==> src/rtl/wb_trace_pkg.sv <==
// Shared definitions for the writeback trace UART streamer: TX state encoding and UART constants.
package wb_trace_pkg;
  typedef enum logic [1:0] {ST_IDLE, ST_START, ST_DATA, ST_STOP} tx_state_e;
  localparam int UART_BITS_PER_BYTE   = 8;
  localparam int DEFAULT_CLKS_PER_BIT = 868;
endpackage

==> src/rtl/trace_sync_fifo.sv <==
// Single-clock capture FIFO for trace words. A push into a full FIFO is taken only when a pop
// happens on the same edge; the caller sees drops through full/pop.
module trace_sync_fifo #(
  parameter int DATA_W     = 32,
  parameter int FIFO_DEPTH = 16
) (
  input  logic                          Clk,
  input  logic                          Reset,
  input  logic                          push,
  input  logic [DATA_W-1:0]             wdata,
  input  logic                          pop,
  output logic [DATA_W-1:0]             rdata,
  output logic                          full,
  output logic                          empty,
  output logic [$clog2(FIFO_DEPTH):0]   count
);
  localparam int AW = $clog2(FIFO_DEPTH);
  localparam int CW = AW + 1;

  logic [DATA_W-1:0] mem_q [FIFO_DEPTH];
  logic [AW-1:0]     wr_ptr_q, wr_ptr_d, rd_ptr_q, rd_ptr_d;
  logic [CW-1:0]     count_q, count_d;
  logic              push_ok, pop_ok;

  assign full    = (count_q == CW'(FIFO_DEPTH));
  assign empty   = (count_q == '0);
  assign pop_ok  = pop && !empty;
  assign push_ok = push && (!full || pop_ok);
  assign rdata   = mem_q[rd_ptr_q];
  assign count   = count_q;

  always_comb begin
    wr_ptr_d = wr_ptr_q + AW'(push_ok);
    rd_ptr_d = rd_ptr_q + AW'(pop_ok);
    count_d  = count_q;
    case ({push_ok, pop_ok})
      2'b10:   count_d = count_q + 1'b1;
      2'b01:   count_d = count_q - 1'b1;
      default: count_d = count_q;
    endcase
  end

  always_ff @(posedge Clk or negedge Reset) begin
    if (!Reset) begin
      wr_ptr_q <= '0;
      rd_ptr_q <= '0;
      count_q  <= '0;
    end else begin
      wr_ptr_q <= wr_ptr_d;
      rd_ptr_q <= rd_ptr_d;
      count_q  <= count_d;
    end
  end

  // Storage needs no reset: pointers and count define what is valid.
  always_ff @(posedge Clk) begin
    if (push_ok) mem_q[wr_ptr_q] <= wdata;
  end
endmodule

==> src/rtl/wb_trace_uart_tx.sv <==
// Captures writeback values into a FIFO and streams each word out as big-endian 8N1 bytes.
module wb_trace_uart_tx
  import wb_trace_pkg::*;
#(
  parameter int DATA_W       = 32,
  parameter int FIFO_DEPTH   = 16,
  parameter int CLKS_PER_BIT = DEFAULT_CLKS_PER_BIT,
  parameter int SKIP_ZERO    = 1
) (
  input  logic                        Clk,
  input  logic                        Reset,
  input  logic                        in_valid,
  input  logic [DATA_W-1:0]           in_write_data,
  output logic                        uart_tx,
  output logic [$clog2(FIFO_DEPTH):0] fifo_count,
  output logic                        busy,
  output logic                        overflow
);
  localparam int NB  = DATA_W / UART_BITS_PER_BYTE;
  localparam int BIW = (NB > 1) ? $clog2(NB) : 1;
  localparam int CTW = $clog2(CLKS_PER_BIT);
  localparam logic [CTW-1:0] BAUD_LAST = CTW'(CLKS_PER_BIT - 1);
  localparam logic [BIW-1:0] BYTE_LAST = BIW'(NB - 1);
  localparam logic [2:0]     BIT_LAST  = 3'(UART_BITS_PER_BYTE - 1);

  tx_state_e         state_q, state_d;
  logic [CTW-1:0]    baud_q, baud_d;
  logic [2:0]        bit_q, bit_d;
  logic [BIW-1:0]    byte_q, byte_d;
  logic [DATA_W-1:0] sh_q, sh_d;
  logic              tx_q, tx_d, busy_q, busy_d, ovf_q, ovf_d;

  logic              push, pop, f_full, f_empty, baud_end;
  logic [DATA_W-1:0] f_rdata;
  logic [UART_BITS_PER_BYTE-1:0] cur_byte;

  assign push     = in_valid && ((SKIP_ZERO == 0) || (in_write_data != '0));
  assign baud_end = (baud_q == BAUD_LAST);
  assign cur_byte = sh_q[DATA_W-1 -: UART_BITS_PER_BYTE];

  trace_sync_fifo #(.DATA_W(DATA_W), .FIFO_DEPTH(FIFO_DEPTH)) u_fifo (
    .Clk   (Clk),
    .Reset (Reset),
    .push  (push),
    .wdata (in_write_data),
    .pop   (pop),
    .rdata (f_rdata),
    .full  (f_full),
    .empty (f_empty),
    .count (fifo_count)
  );

  always_comb begin
    state_d = state_q;
    baud_d  = baud_q;
    bit_d   = bit_q;
    byte_d  = byte_q;
    sh_d    = sh_q;
    tx_d    = tx_q;
    busy_d  = busy_q;
    pop     = 1'b0;
    // A full-FIFO push survives only if the FSM pops on the same edge.
    ovf_d   = ovf_q | (push & f_full & ~pop);
    case (state_q)
      ST_IDLE: begin
        if (!f_empty) begin
          pop     = 1'b1;
          sh_d    = f_rdata;
          byte_d  = '0;
          baud_d  = '0;
          tx_d    = 1'b0;
          busy_d  = 1'b1;
          state_d = ST_START;
        end
      end
      ST_START: begin
        if (baud_end) begin
          baud_d  = '0;
          bit_d   = '0;
          tx_d    = cur_byte[0];
          state_d = ST_DATA;
        end else baud_d = baud_q + 1'b1;
      end
      ST_DATA: begin
        if (baud_end) begin
          baud_d = '0;
          if (bit_q == BIT_LAST) begin
            tx_d    = 1'b1;
            state_d = ST_STOP;
          end else begin
            bit_d = bit_q + 1'b1;
            tx_d  = cur_byte[bit_q + 3'd1];
          end
        end else baud_d = baud_q + 1'b1;
      end
      ST_STOP: begin
        if (baud_end) begin
          baud_d = '0;
          if (byte_q != BYTE_LAST) begin
            byte_d  = byte_q + 1'b1;
            sh_d    = sh_q << UART_BITS_PER_BYTE;
            tx_d    = 1'b0;
            state_d = ST_START;
          end else if (!f_empty) begin
            // Chain the next word straight into its start bit.
            pop     = 1'b1;
            sh_d    = f_rdata;
            byte_d  = '0;
            tx_d    = 1'b0;
            state_d = ST_START;
          end else begin
            busy_d  = 1'b0;
            state_d = ST_IDLE;
          end
        end else baud_d = baud_q + 1'b1;
      end
      default: state_d = ST_IDLE;
    endcase
    ovf_d = ovf_q | (push & f_full & ~pop);
  end

  always_ff @(posedge Clk or negedge Reset) begin
    if (!Reset) begin
      state_q <= ST_IDLE;
      baud_q  <= '0;
      bit_q   <= '0;
      byte_q  <= '0;
      sh_q    <= '0;
      tx_q    <= 1'b1;
      busy_q  <= 1'b0;
      ovf_q   <= 1'b0;
    end else begin
      state_q <= state_d;
      baud_q  <= baud_d;
      bit_q   <= bit_d;
      byte_q  <= byte_d;
      sh_q    <= sh_d;
      tx_q    <= tx_d;
      busy_q  <= busy_d;
      ovf_q   <= ovf_d;
    end
  end

  assign uart_tx  = tx_q;
  assign busy     = busy_q;
  assign overflow = ovf_q;
endmodule
==> config.mk <==
export PLATFORM = sky130hd
export DESIGN_NAME = wb_trace_uart_tx
export DESIGN_NICKNAME = d
export VERILOG_FILES = /design/src/rtl/wb_trace_pkg.sv /design/src/rtl/trace_sync_fifo.sv /design/src/rtl/wb_trace_uart_tx.sv
export SDC_FILE = /design/constraint.sdc
export NUM_CORES = 1
export LEC_CHECK = 0
export ABC_CLOCK_PERIOD_IN_PS = 9900
export CAP_MARGIN = 10
export CORE_MARGIN = 5
export CORE_UTILIZATION = 60
export DETAILED_ROUTE_END_ITERATION = 10
export PLACE_DENSITY = 0.84
export SLEW_MARGIN = 10
export SYNTH_ARGS = -nofsm -noshare
export SYNTH_HDL_FRONTEND = slang
export SYNTH_SLANG_ARGS = --single-unit
==> constraint.sdc <==
create_clock -name Clk -period 9.9 [get_ports Clk]
set_input_delay 2.475 -clock Clk [delete_from_list [all_inputs] [get_ports Clk]]
set_output_delay 2.475 -clock Clk [all_outputs]
set_load 0.1 [all_outputs]
==> impl_results.md, run 1 <==
- Worst Max-Slew Pin Slew: 1.24 ns
- Ys flop type: edfxtp_1
- Synthesized area: 22800 µm²
- Vias in the first global route: 12200
- Syn_nets: 1155
- Initial antenna violation count: 2
- Commonest non-fill, non-tap cells in the layout: edfxtp_1 (512), mux4_2 (141), dfrtp_1 (61)
- Antenna Nets Post-Route: 0
- Diode count: 0
- Register area: 17000 µm²
- Syn Inst Count: 1103
- Clock-pin transition on the worst setup and hold timing paths: 0.06 ns
- Setup tns final: 0 ns
- Multi-input logic area: 5590 µm²
- Worst vdd ir: 0.000184 V
- TritonCTS clock tree: done
- Ys Warns: 0
- Tcrit/Tclk final: 61.6%
- Max Slew Vio Count: 0
- Layout cells sized above 1: 24.0%
- Total CTS buffers: 55
- Root Driver: clkbuf_16
- CP Capture Type: flop
- WL per Instance: 30.9 µm
- CTS resizes: 0
- Status: finished clean
- Row cnt: 71
- Final setup viols: 0
- Req. time, crit path: 10.44 ns
- Post-CTS Setup Inserts: 0
- Drt via density: 6.90
- Slew HR: 17.1%
- I/O pins: 43
- Chip height: 205 µm
- Fillers: 2224
- Largest net degree at the start of global routing: 66
- First-pass GRT wire length: 79800 µm
- Ys async rst share: 11.3%
- Clock tree buffer depth: 3
- Pwr Density: 219 nW/µm²
- Worst Path Max Fanout: 17
- Initial Utilization: 60.7%
- Hold-fix buffers, CTS: 0
- Crit Path Class: input pin to flop
- Worst Skew: 0.0356 ns
- Drt pass-1 iters: 5
- Achievable frequency: 164 MHz
- Gr usage total: 26.1%
- Post-DP HPWL: 29100 µm
- Vias after detailed routing: 12000
- Placed cell count: 1627
- Fin nets: 1225
- Synth unique cells: 58
- Commonest non-fill, non-tap cell in the layout: edfxtp_1
- Die ar.: 42000 µm²
- Total gr overflow: 0
- Period minus WS final: 6.10 ns
- Sequential cell area fraction in the yosys report: 74.5%
- EDFF count, synth: 512
- Post-route DRC: 0
- Max-cap violations: 0
- Placeable Area: 37600 µm²
- Synth Register Bits: 577
- RSZ-0062 raised after global routing: no
- Initial DRC count: 1560
- GP Congestion: 0.832
- Worst Setup Start Kind: input pin
- Worst Path Arrival: 6.64 ns
- Final hold violations: 0
- Final WL: 53600 µm
- Hold Crit Class: flop to flop
- Worst skew pair latency: 0.61 ns
- IO buf count: 42
- Die X-Extent: 205 µm
- Final Non-Filler Cells: 1731
- Leakage power: 8.48 nW
- H-tree depth: 2
- Syn-to-layout area delta: 12.5%
- Clk sinks: 577
- Syn Area/Cell: 20.7 µm²
## cells by family after synthesis
group                    share of synthesized area (%)
flip-flops                                        74.5
multiplexers                                      14.6
AO/OA/AOI/OAI                                     4.74
AND/OR/NAND/NOR                                   3.08
buffers and inverters                             1.49
adder cells (fa/ha/maj)                          0.965
XOR/XNOR                                         0.576
## per-layer routing
layer	vias up	wire, µm	GRT usage, %
met5	-	83	0.952
met4	6	2260	9.90
met3	150	5550	5.97
met2	860	26000	41.7
met1	6139	19700	35.9
li1	4795	-	-
## cell usage after synthesis, types with 5 or more instances
library cell	number	area share [%]
edfxtp_1	512	67
buf_2	19	0.42
mux4_2	141	14
a22o_1	9	0.35
xnor2_1	6	0.23
a211o_1	19	0.73
o211a_1	18	0.79
o22ai_1	54	1.5
nand4_1	8	0.22
buf_4	7	0.23
inv_1	10	0.16
o221a_2	6	0.30
nor4_1	16	0.44
nand3_1	9	0.20
ha_1	16	0.88
buf_6	5	0.25
dfrtp_1	64	7.0
mux2i_1	8	0.35
xor2_1	9	0.35
nand2_1	17	0.28
nand2b_1	14	0.38
nor2_1	35	0.58
clkbuf_1	22	0.36
nor3_1	12	0.26
o21ai_0	6	0.13
## per-stage QoR
step	setup WS (ns)	utilization (%)	hold slack, ns	instance area [µm²]	power [mW]
detailed placement	3.31	63.6	0.482	23900	3.58
finish	3.80	68.3	0.495	25700	5.62
CTS	3.90	68.3	0.495	25700	5.64
global route	3.69	68.3	0.516	25700	5.80
global placement	3.50	63.6	0.471	23900	3.54
floorplan	3.36	-	0.457	22800	3.32
## path summary, 6_finish.rpt
path                                  start              endpoint  slack, ns  depth (start not counted)
max reg2reg                      state_q[0]  u_fifo.mem_q[11][13]       5.81                          7
min in group asynchronous             Reset             baud_q[8]       2.06                          2
max                        in_write_data[6]       u_fifo.count[4]       3.80                         12
min                               byte_q[0]             byte_q[0]       0.49                          1
min reg2reg                       byte_q[0]             byte_q[0]       0.49                          1
max in group asynchronous             Reset    u_fifo.rd_ptr_q[0]       7.16                          2
## flip-flops by register name, indices dropped and copies added (netlist names)
name,cells
u_fifo.count,5
uart_tx,1
bit_q,3
byte_q,2
u_fifo.mem_q,512
busy,1
overflow,1
u_fifo.wr_ptr_q,4
sh_q,32
baud_q,10
u_fifo.rd_ptr_q,4
state_q,2
## critical path, stage by stage
cell and delay (ns):
clkdlybuf4s50_1 0.72, nor4_1 0.88, nand4_1 0.44, o21ai_0 0.55
nand2_1 0.17, inv_1 0.14, ha_1 0.27, nor2b_1 0.14
o21a_1 0.17, or2_2 0.29, a211o_2 0.31, nand4_1 0.09
## where the power goes
part	internal (mW)	switching, mW
Clock	1.19	0.881
Sequential	2.89	0.0938
Combinational	0.161	0.404
## cell type report
class | count | area share (%)
Sequential cell | 577 | 66.3
Clock buffer | 68 | 5.63
Tap cell | 511 | 2.49
Timing Repair Buffer | 70 | 2.44
Multi-Input combinational cell | 459 | 21.8
Clock inverter | 36 | 1.28
Inverter | 10 | 0.146
Note: power is estimated with default switching activity, not from simulation.
==> run 2: changes to the inputs <==
--- a/config.mk
+++ b/config.mk
@@ -5,7 +5,7 @@
 export SDC_FILE = /design/constraint.sdc
 export NUM_CORES = 1
 export LEC_CHECK = 0
-export ABC_CLOCK_PERIOD_IN_PS = 9900
+export ABC_CLOCK_PERIOD_IN_PS = 6200
 export CAP_MARGIN = 10
 export CORE_MARGIN = 5
 export CORE_UTILIZATION = 60
==> constraint.sdc (replaced) <==
create_clock -name Clk -period 6.2 [get_ports Clk]
set_input_delay 1.55 -clock Clk [delete_from_list [all_inputs] [get_ports Clk]]
set_output_delay 1.55 -clock Clk [all_outputs]
set_load 0.1 [all_outputs]
==> impl_results.md, run 2 (synthesis results as in run 1) <==
- Status: finished clean
- First-pass GRT wire length: 78600 µm
- Layout cells sized above 1: 25.5%
- TritonCTS clock tree: done
- Largest Register: u_fifo.mem_q
- Commonest non-fill, non-tap cells in the layout: edfxtp_1 (512), mux4_2 (141), dfrtp_1 (61)
- I/O pins: 43
- P_sw: 2.18 mW
- Initial Utilization: 60.7%
- Gr usage total: 25.6%
- Drt via density: 6.82
- Slew HR: 25.3%
- Worst Path Arrival: 5.67 ns
- Sw Share: 24.7%
- Hold Crit Class: flop to flop
- Total CTS buffers: 54
- Period minus WS final: 5.15 ns
- Multi-input logic area: 5590 µm²
- Initial DRC count: 1385
- Register area: 17000 µm²
- Final setup viols: 0
- Max-cap violations: 0
- Worst Path Max Fanout: 17
- Max Slew Vio Count: 0
- Pwr Density: 342 nW/µm²
- CTS resizes: 0
- Syn-to-layout area delta: 13.0%
- Total gr overflow: 0
- Internal power: 6.63 mW
- Vias after detailed routing: 12000
- IO buf count: 42
- Vias in the first global route: 12200
- Final WL: 52100 µm
- Fin nets: 1248
- Achievable frequency: 194 MHz
- Root Driver: clkbuf_16
- Clock-pin transition on the worst setup and hold timing paths: 0.06 ns
- Clock tree buffer depth: 3
- Worst Setup Start Kind: input pin
- WHS Path Cells: 1
- Final hold violations: 0
- Crit Path Class: input pin to flop
- Row cnt: 71
- H-tree depth: 2
- CP Capture Type: flop
- Clk sinks: 577
- Fin util: 68.6%
- Die ar.: 42000 µm²
- Antenna Nets Post-Route: 0
- R2R depth: 7
- Drt pass-1 iters: 5
- Req. time, crit path: 6.73 ns
- WL per Instance: 29.7 µm
- Clock share of power: 35.6%
- Fillers: 2218
- Worst Skew: 0.0233 ns
- Worst vdd ir: 0.000240 V
- Worst Max-Slew Pin Slew: 1.12 ns
- Worst skew pair latency: 0.60 ns
- Tcrit/Tclk final: 83.0%
- Commonest non-fill, non-tap cell in the layout: edfxtp_1
- RSZ-0062 raised after global routing: no
- Sequential share of power: 54.0%
- Placeable Area: 37600 µm²
- Chip height: 205 µm
- Post-CTS Setup Inserts: 0
- Setup tns final: 0 ns
- Die X-Extent: 205 µm
- GP Congestion: 0.830
- Hold-fix buffers, CTS: 0
- Largest net degree at the start of global routing: 51
- Max reg flops: 512
- Post-route DRC: 0
- Combinational power share: 10.4%
- Biggest regs: u_fifo.mem_q x512, sh_q x32, baud_q x10
- Leakage power: 8.55 nW
- Post-DP HPWL: 29300 µm
- Initial antenna violation count: 2
[run 2: worst paths after layout]
check	from	to	slack, ns
min	byte_q[0]	byte_q[0]	0.48
max	in_write_data[4]	u_fifo.count[4]	1.05
max reg2reg	baud_q[0]	u_fifo.mem_q[10][8]	2.21
min reg2reg	byte_q[0]	byte_q[0]	0.48
min in group asynchronous	Reset	u_fifo.count[1]	0.93
max in group asynchronous	Reset	u_fifo.rd_ptr_q[1]	4.26
[run 2: area by class of cell]
class / instances / area share (%)
Multi-Input combinational cell: 459 / 21.7
Sequential cell: 577 / 66.0
Antenna cell: 1 / 0.00970
Timing Repair Buffer: 94 / 3.17
Clock buffer: 74 / 5.85
Tap cell: 511 / 2.48
Inverter: 10 / 0.146
Clock inverter: 28 / 0.708
[run 2: worst max-delay path, cell delays in order]
cell and delay, ns:
clkdlybuf4s50_1 0.68, nor4_1 0.75, nand4_1 0.47, o21ai_0 0.62, nand2_1 0.17, inv_1 0.14
ha_1 0.28, nor2b_1 0.15, o21a_1 0.17, or2_2 0.29, a211o_2 0.31, nand4_1 0.09
[run 2: metrics by stage]
| stage | total power [mW] | setup slack [ns] | cells | cell area (µm²) | hold slack [ns] |
|---|---|---|---|---|---|
| 2_1_floorplan | 5.31 | 0.581 | 1103 | 22800 | 0.457 |
| 3_3_place_gp | 5.66 | 0.654 | 1651 | 24100 | 0.468 |
| 3_5_place_dp | 5.72 | 0.602 | 1651 | 24100 | 0.474 |
| 4_1_cts | 8.84 | 1.21 | 1753 | 25800 | 0.482 |
| 5_1_grt | 9.10 | 0.932 | 1753 | 25800 | 0.499 |
| 6_report | 8.81 | 1.05 | 1754 | 25800 | 0.476 |
[run 2: layer usage]
| metal | track usage [%] | wire, µm | vias to the layer above |
|---|---|---|---|
| met5 | 0 | 18 | - |
| met4 | 9.69 | 2240 | 2 |
| met3 | 6.27 | 5510 | 165 |
| met2 | 40.7 | 25200 | 826 |
| met1 | 35.3 | 19100 | 6128 |
| li1 | - | - | 4840 |
[run 2: power groups by stage]
stage / registers (mW) / clock network [mW] / logic [mW]
6_report: 4.76 / 3.14 / 0.915
5_1_grt: 4.78 / 3.36 / 0.960
4_1_cts: 4.76 / 3.18 / 0.908
3_5_place_dp: 4.83 / 0 / 0.899
3_3_place_gp: 4.79 / 0 / 0.866
2_1_floorplan: 4.90 / 0 / 0.407
==> run 3: changes to the inputs <==
--- a/config.mk
+++ b/config.mk
@@ -5,12 +5,12 @@
 export SDC_FILE = /design/constraint.sdc
 export NUM_CORES = 1
 export LEC_CHECK = 0
-export ABC_CLOCK_PERIOD_IN_PS = 6200
+export ABC_CLOCK_PERIOD_IN_PS = 4190
 export CAP_MARGIN = 10
 export CORE_MARGIN = 5
-export CORE_UTILIZATION = 60
+export CORE_UTILIZATION = 56
 export DETAILED_ROUTE_END_ITERATION = 10
-export PLACE_DENSITY = 0.84
+export PLACE_DENSITY = 0.83
 export SLEW_MARGIN = 10
 export SYNTH_ARGS = -nofsm -noshare
 export SYNTH_HDL_FRONTEND = slang
==> constraint.sdc (replaced) <==
create_clock -name Clk -period 4.19 [get_ports Clk]
set_input_delay 1.0475 -clock Clk [delete_from_list [all_inputs] [get_ports Clk]]
set_output_delay 1.0475 -clock Clk [all_outputs]
set_load 0.1 [all_outputs]
==> impl_results.md, run 3 (synthesis results as in run 1) <==
- Syn-to-layout area delta: 18.0%
- I/O pins: 43
- Setup WS post-layout: 0.460 ns
- Largest net degree at the start of global routing: 54
- Diode count: 0
- Initial DRC count: 1529
- Initial antenna violation count: 0
- Post-CTS Setup Inserts: 0
- Worst Skew: 0.0150 ns
- Drt pass-1 iters: 5
- Antenna Nets Post-Route: 0
- Req. time, crit path: 4.72 ns
- TritonCTS clock tree: done
- Leakage power: 9.06 nW
- Layout cells sized above 1: 29.6%
- Vias after detailed routing: 12200
- Worst Path Max Fanout: 5
- CTS resizes: 0
- Status: finished clean
- Fillers: 2493
- Hold-fix buffers, CTS: 0
- Post-DP HPWL: 33100 µm
- Chip height: 212 µm
- WHS Path Cells: 2
- P_sw: 3.29 mW
- Crit Path Class: input pin to flop
- WL per Instance: 30.0 µm
- Clock-pin transition on the worst setup and hold timing paths: 0.06 ns
- Sequential share of power: 52.1%
- Gr usage total: 25.1%
- Period minus WS final: 3.73 ns
- Placed cell count: 1742
- Final WL: 55300 µm
- Max-cap violations: 0
- Total CTS buffers: 55
- Row cnt: 74
- Initial Utilization: 56.3%
- Worst Setup Start Kind: input pin
- Max Slew Vio Count: 0
- Slew HR: 24.2%
- GR Util met2: 42.1%
- Total gr overflow: 0
- Max reg flops: 512
- Die X-Extent: 212 µm
- Clk sinks: 577
- Achievable frequency: 268 MHz
- Placeable Area: 40600 µm²
- Post-route DRC: 0
- Setup tns final: 0 ns
- H-tree depth: 2
- IO buf count: 42
- First-pass GRT wire length: 82100 µm
- GP Congestion: 0.836
- Gr busiest metal: met2
- Met1 Use GR: 32.8%
- Clock tree buffer depth: 3
- Fin nets: 1319
- Combinational power share: 11.9%
- Die ar.: 44900 µm²
- Worst Max-Slew Pin Slew: 1.14 ns
- Final hold violations: 0
- Clock share of power: 36.0%
- Met3 Use GR: 5.99%
- Commonest non-fill, non-tap cells in the layout: edfxtp_1 (512), mux4_2 (141), buf_4 (84)
- Fin util: 66.4%
- Biggest regs: u_fifo.mem_q x512, sh_q x32, baud_q x10
- Hold Crit Class: flop to flop
- Largest Register: u_fifo.mem_q
- Worst Path Arrival: 4.26 ns
- Tcrit/Tclk final: 89.0%
- Final setup viols: 0
- CP Capture Type: flop
- Setup WS pre-CTS: -0.111 ns
- Drt via density: 6.62
- Worst vdd ir: 0.000414 V
- Internal power: 10.3 mW
- Power consumption: 13.5 mW
- R2R depth: 8
- Commonest non-fill, non-tap cell in the layout: edfxtp_1
- RSZ-0062 raised after global routing: no
- Vias in the first global route: 12800
- Final Non-Filler Cells: 1841
- Pwr Density: 503 nW/µm²
- Worst skew pair latency: 0.61 ns
- Sw Share: 24.3%
- Root Driver: clkbuf_16
[run 3: changes by cell type in the layout (fill, tap and decap cells not counted), moves of 3 or more]
| cell | before | now |
|---|---|---|
| clkbuf_1 | 14 | 18 |
| bufinv_16 | 1 | 4 |
| buf_12 | 1 | 38 |
| nor4_2 | 5 | 0 |
| clkinv_2 | 11 | 6 |
| clkbuf_8 | 4 | 10 |
| clkinv_1 | 11 | 4 |
| buf_4 | 51 | 84 |
| nor4_4 | 1 | 6 |
[run 3: worst max-delay path: stages]
cell and delay [ns]:
clkdlybuf4s50_1 0.56, nor4_1 0.51, buf_4 0.23, nand4_1 0.12
o21ai_0 0.31, nand2_1 0.15, inv_1 0.12, ha_1 0.24
nor2b_1 0.13, o21a_1 0.17, or2_2 0.28, a211o_2 0.30
nand4_1 0.09
[run 3: cell type report]
cell class | instances | area, µm² | area share, %
sequential | 577 | 17000 | 63.2
inverter | 10 | 37.5 | 0.139
multi-input combinational | 459 | 5630 | 20.9
clock buffer | 83 | 1580 | 5.87
clock inverter | 16 | 194 | 0.720
timing repair buffer | 164 | 1810 | 6.71
tap | 532 | 666 | 2.47
[run 3: worst paths after layout]
kind | from | to | slack [ns]
worst min register to register | baud_q[1] | baud_q[1] | 0.49
worst min-delay path | baud_q[1] | baud_q[1] | 0.49
max in group asynchronous | Reset | sh_q[9] | 2.67
min in group asynchronous | Reset | baud_q[3] | 0.55
worst max-delay path | in_write_data[31] | u_fifo.count[4] | 0.46
worst max register to register | baud_q[0] | u_fifo.mem_q[10][0] | 0.94
[run 3: power groups by stage]
stage / registers (mW) / clock network (mW) / logic, mW
6_report: 7.06 / 4.88 / 1.61
4_1_cts: 7.05 / 4.94 / 1.61
5_1_grt: 7.08 / 5.19 / 1.68
3_3_place_gp: 7.11 / 0 / 1.55
3_5_place_dp: 7.15 / 0 / 1.60
2_1_floorplan: 7.25 / 0 / 0.617
[run 3: per-layer routing]
layer | vias up | part of all wire (%) | wire (µm)
met2 | 753 | 51 | 28300
met4 | 0 | 3.6 | 1990
met5 | - | 0 | 0
li1 | 4970 | - | -
met1 | 6313 | 36 | 19900
met3 | 144 | 9.3 | 5150
[run 3: metrics by stage]
stage                     hold WS [ns]  instance area, µm²
after floorplan                  0.457               22900
after CTS                        0.492               26900
after global routing             0.526               26900
after global placement           0.468               25200
after detailed placement         0.482               25200
final                            0.491               26900
